<file path="src/rtl/wb_queue.sv">
// wb_queue: in-order write-back queue between two result producers (ALU and
// load unit) and a single register-file write port.
//
// Ports
//   clock, reset                 sole clock; synchronous active-high reset
//   aluValid/aluReady            ALU write request handshake
//   aluAddr[4:0], aluData[63:0]  ALU destination register and result
//   lsuValid/lsuReady            load-unit write request handshake (priority)
//   lsuAddr[4:0], lsuData[63:0]  load destination register and result
//   wen, wAddr[4:0], wData[63:0] register-file write port (head of queue)
//   busy[31:0]                   bit i set while a queued write targets reg i
//   empty                        no entry queued
//
// The register file accepts a write every cycle, so the head pops on every
// edge the queue is non-empty. Writes to x0 finish the handshake but are
// dropped before reaching storage.
module wb_queue #(
  parameter int DEPTH = 4
) (
  input  logic        clock,
  input  logic        reset,
  input  logic        aluValid,
  output logic        aluReady,
  input  logic [4:0]  aluAddr,
  input  logic [63:0] aluData,
  input  logic        lsuValid,
  output logic        lsuReady,
  input  logic [4:0]  lsuAddr,
  input  logic [63:0] lsuData,
  output logic        wen,
  output logic [4:0]  wAddr,
  output logic [63:0] wData,
  output logic [31:0] busy,
  output logic        empty
);

  localparam int PW = $clog2(DEPTH);
  localparam int CW = PW + 1;

  logic [PW-1:0] head_q, head_d;
  logic [PW-1:0] tail_q, tail_d;
  logic [CW-1:0] cnt_q, cnt_d;
  logic [4:0]    addr_q [DEPTH];
  logic [63:0]   data_q [DEPTH];

  logic          full;
  logic          acc_lsu, acc_alu;
  logic [4:0]    push_addr;
  logic [63:0]   push_data;
  logic          push, pop;

  assign empty = (cnt_q == '0);
  assign full  = (cnt_q == CW'(DEPTH));

  // Readiness looks only at the current count: a pop on the same edge does
  // not open a slot for a full queue.
  assign lsuReady = !full;
  assign aluReady = !full && !lsuValid;

  assign acc_lsu   = lsuValid && lsuReady;
  assign acc_alu   = aluValid && aluReady;
  assign push_addr = acc_lsu ? lsuAddr : aluAddr;
  assign push_data = acc_lsu ? lsuData : aluData;
  assign push      = (acc_lsu || acc_alu) && (push_addr != 5'd0);
  assign pop       = !empty;

  always_comb begin
    head_d = pop  ? head_q + 1'b1 : head_q;
    tail_d = push ? tail_q + 1'b1 : tail_q;
    cnt_d  = cnt_q;
    case ({push, pop})
      2'b10:   cnt_d = cnt_q + 1'b1;
      2'b01:   cnt_d = cnt_q - 1'b1;
      default: cnt_d = cnt_q;
    endcase
  end

  always_ff @(posedge clock) begin
    if (reset) begin
      head_q <= '0;
      tail_q <= '0;
      cnt_q  <= '0;
    end else begin
      head_q <= head_d;
      tail_q <= tail_d;
      cnt_q  <= cnt_d;
    end
  end

  // Entry storage is not reset; validity comes from head/count alone.
  always_ff @(posedge clock) begin
    if (!reset && push) begin
      addr_q[tail_q] <= push_addr;
      data_q[tail_q] <= push_data;
    end
  end

  assign wen   = !empty;
  assign wAddr = empty ? 5'd0  : addr_q[head_q];
  assign wData = empty ? 64'd0 : data_q[head_q];

  // An entry is live when its distance from head is below the count.
  always_comb begin
    logic [PW-1:0] off;
    busy = '0;
    off  = '0;
    for (int i = 0; i < DEPTH; i++) begin
      off = PW'(i) - head_q;
      if ({1'b0, off} < cnt_q) busy[addr_q[i]] = 1'b1;
    end
    busy[0] = 1'b0;
  end

endmodule
</file>
<file path="config.mk">
export PLATFORM = sky130hd
export DESIGN_NAME = wb_queue
export DESIGN_NICKNAME = d
export VERILOG_FILES = /design/src/rtl/wb_queue.sv
export SDC_FILE = /design/constraint.sdc
export NUM_CORES = 1
export LEC_CHECK = 0
export ABC_AREA = 1
export BUFFER_PORTS_ARGS = -buffer_cell sky130_fd_sc_hd__buf_2
export CAP_MARGIN = 20
export CORE_MARGIN = 1.5
export CORE_UTILIZATION = 47
export CTS_CLUSTER_DIAMETER = 150
export DETAILED_ROUTE_END_ITERATION = 6
export PLACE_DENSITY = 0.8
export SLEW_MARGIN = 20
export SYNTH_ARGS = -nofsm -noshare
export SYNTH_HDL_FRONTEND = slang
export SYNTH_SLANG_ARGS = --single-unit
</file>
<file path="constraint.sdc">
create_clock -name clock -period 5.5 [get_ports clock]
set_clock_uncertainty 0.1 [all_clocks]
set_input_delay 0 -clock clock [delete_from_list [all_inputs] [get_ports clock]]
set_output_delay 0 -clock clock [all_outputs]
set_load 0.05 [all_outputs]
</file>
==> impl_metrics.toml <==
[run_status]
outcome = "finished clean"

[pwr]
peakVddDrop_uv = 549
p_leak_nw = 6.48
powerDensity_mw_per_mm2 = 527

[grt]
grt_start_max_net_pins = 97
grt_usage_pct = 24.5
grt_antenna_before_repair = 0
grt_first_pass_wirelength_um = 55200
grt_pass1_vias = 10725
gr-total-overflow = 0

[final_layout]
final_core_util_pct = 61.2
multi_input_area_mm2 = 0.00421
seqCellArea_mm2 = 0.00847
syn2layout_area_growth_pct = 28.6
nFillCells = 2099
drive_gt1_share_pct = 24.0
num_antenna_cells = 0
final_nets = 1727
final_cells = 1973

[route]
drcViolationCount = 0
wire_per_inst_um = 18.3
via_count = 10819
vias_per_cell = 5.48
drt_iter0_markers = 928
drt_pre_antenna_iters = 6
detail-route-antenna-nets = 0
wl_um = 36100

[logic_synthesis]
syn_inst = 1210
yosys.area.top_type = "edfxtp_1"
ys_seq_elements = 285
synth_area_leaders = "edfxtp_1 63%, nor2_1 8.3%, mux2_2 5.5%"
synth.distinct_cells = 31
yosys_warnings = 0
avgSynthCellArea_um2 = 10.9
seq_area_frac_synth_pct = 64.3
syn-num-nets = 1362
synth_top_area_share_pct = 62.9
syn_area_mm2 = 0.0132

[sta]
period_share_pct = 66.7
fmax_ghz = 0.272
slew_violations = 0
setup_viol = 0
setup_tns_ps = 0
hold_violations = 0
relSlewSlack_pct = 32.7
hold_ws_ps = 25.4
rsz0062_at_grt = "false"
tightest_slew_ps = 1010
fin_crit_ps = 3670

[floorplan]
num_io_pins = 247
die_w_um = 170
die_h_um = 170
die_area_mm2 = 0.0290
start_util_pct = 47.6
core-area_mm2 = 0.0277
core.rowCount = 61

[critical_path]
max_stage_delay_ps = 770
endpoint_kind = "flip-flop"
worstPathArrival_ps = 3770
critPathSlowestCell = "nor2_4"
cp_max_fo = 69
worst_ep_required_time_ps = 5600
crit_chain = "nor2_2 > nand2_2 > nand2_4 > nand2_1 > nand2_1 > inv_2 > nand2_1 > nor2_1 > nor2_4 > nand2_1 > nor2_4 > buf_12"
start_kind = "flip-flop"
critical_path_class = "flip-flop to flip-flop"
cp_common_cell = "nand2_1"

[clock_network]
clkSinkCount = 285
root_buffer = "clkbuf_16"
cts-buffers-inserted = 27
clockBufferDepth = 3
path_clk_slew_ps = 60
cts_tree = "yes"
h-tree-depth = 1
clk_latency_ps = 510
cts-resized-gates = 0

[placement]
placed_cells = 1783
gp_congestion = 0.947
io_buffers = 245
hpwl_um = 21000

[hold_path]
hold_class = "input pin to flip-flop"

[job]
drv_cap = 0
-- state kept, by name, indices dropped and copies added (netlist names), named ones only --
name	flops
head_q	2
cnt_q	3
addr_q	20
tail_q	2
data_q	256
-- path summary, 6_finish.rpt --
path	endpoint	slack (ps)	cells after the start	startpoint
setup reg to reg	data_q[2][17]$_DFFE_PP_	1830	12	cnt_q[1]$_SDFFE_PP0P_
hold / removal	tail_q[0]$_SDFFE_PP0P_	30	9	lsuAddr[3]
hold reg to reg	flip-flop	420	1	head_q[0]$_SDFFE_PP0N_
setup / recovery	data_q[2][17]$_DFFE_PP_	1830	12	cnt_q[1]$_SDFFE_PP0P_
-- cell families (layout without fill, tap and decap cells) --
group / count (synthesis) / in the layout / share of synthesized area, %
AOI/OAI and AO/OA: 273 / 273 / 11.3
xor gates and xnor gates: 1 / 1 / 0.0665
adders and majority gates: 10 / 10 / 1.01
buffers and inverters: 124 / 509 / 4.05
DFF: 285 / 285 / 64.3
muxes: 64 / 64 / 5.47
other: 1 / 1 / 0.0285
and+or+nand+nor: 452 / 452 / 13.8
-- where the power goes --
group / switching [W] / internal [W] / leakage, nW
sequential: 0.000139 / 0.00276 / 2.59
clock: 0.000766 / 0.000948 / 0.393
combinational: 0.00328 / 0.00104 / 3.50
-- cells in the final DEF (no fill, tap or decap), types with 2 or more instances in the layout --
cell type      Yosys  layout
a21oi_1           86      86
a22oi_1           17      17
buf_12             0       2
buf_2             13     245
buf_4              2       9
clkbuf_1          28       4
clkbuf_16          0      27
clkinv_1           0       6
clkinv_2           0       8
clkinvlp_4         0       3
dfxtp_1            9       7
dlygate4sd3_1      0     141
edfxtp_1         276     276
ha_1               9       9
inv_1             57      57
inv_2              6       5
mux2_2            64      64
nand2_1          102     102
nand3_1           21      21
nand4_1            2       2
nor2_1           291     287
nor2_2             3       3
nor2_4             1       5
nor3_1            24      24
nor3_2             5       5
o2111ai_1         13      13
o211ai_1          12      12
o21ai_0          143     143
-- Yosys cell counts --
library cell	instances
o21ai_2	1
xor2_1	1
a32oi_1	1
buf_2	13
mux2_2	64
buf_1	12
nand2_2	2
buf_6	6
buf_4	2
a21oi_1	86
nor3_2	5
conb_1	1
o21ai_0	143
nor2_4	1
fa_1	1
nand4_1	2
nor2_1	291
inv_2	6
clkbuf_1	28
o211ai_1	12
edfxtp_1	276
inv_1	57
nor2_2	3
dfxtp_1	9
ha_1	9
nor3_1	24
a22oi_1	17
o2111ai_1	13
nand2_1	102
nand3b_1	1
nand3_1	21
-- per-stage QoR --
step | area, um^2 | power [W] | worst slack, ps
3_5_place_dp | 14700 | 0.00703 | 1760
2_1_floorplan | 13200 | 0.00599 | 603
6_report | 16900 | 0.00893 | 1830
4_1_cts | 16900 | 0.00888 | 1820
3_3_place_gp | 14700 | 0.00696 | 1880
5_1_grt | 16900 | 0.00936 | 1490
-- layer usage --
layer | part of all wire [%] | track usage [%]
met1 | 37 | 28.5
met2 | 52 | 44.4
met3 | 6.9 | 3.81
met4 | 3.9 | 11.1
met5 | 0 | 0
-- worst max-delay path, delay by kind of cell, from the launching register on --
family	cells	cell delay (ps)
flip-flops	1	340
AND/OR/NAND/NOR	10	2500
buffers and inverters	2	390
-- final cells by class --
| class | instances | area share [%] |
|---|---|---|
| clock buffers | 31 | 4.08 |
| clock inverters | 18 | 0.701 |
| inverters | 63 | 1.40 |
| multi-input cells | 801 | 24.8 |
| flip-flops and latches | 285 | 50.0 |
| well taps | 378 | 2.79 |
| repair buffers | 397 | 16.2 |
-- timing repair --
item,4_1_cts,5_1_grt
setup buffers,0,0
hold endpoints to repair,285,0
hold buffers,141,0
endpoints found under the setup margin,0,0
Power figures use the tool's default switching activity.
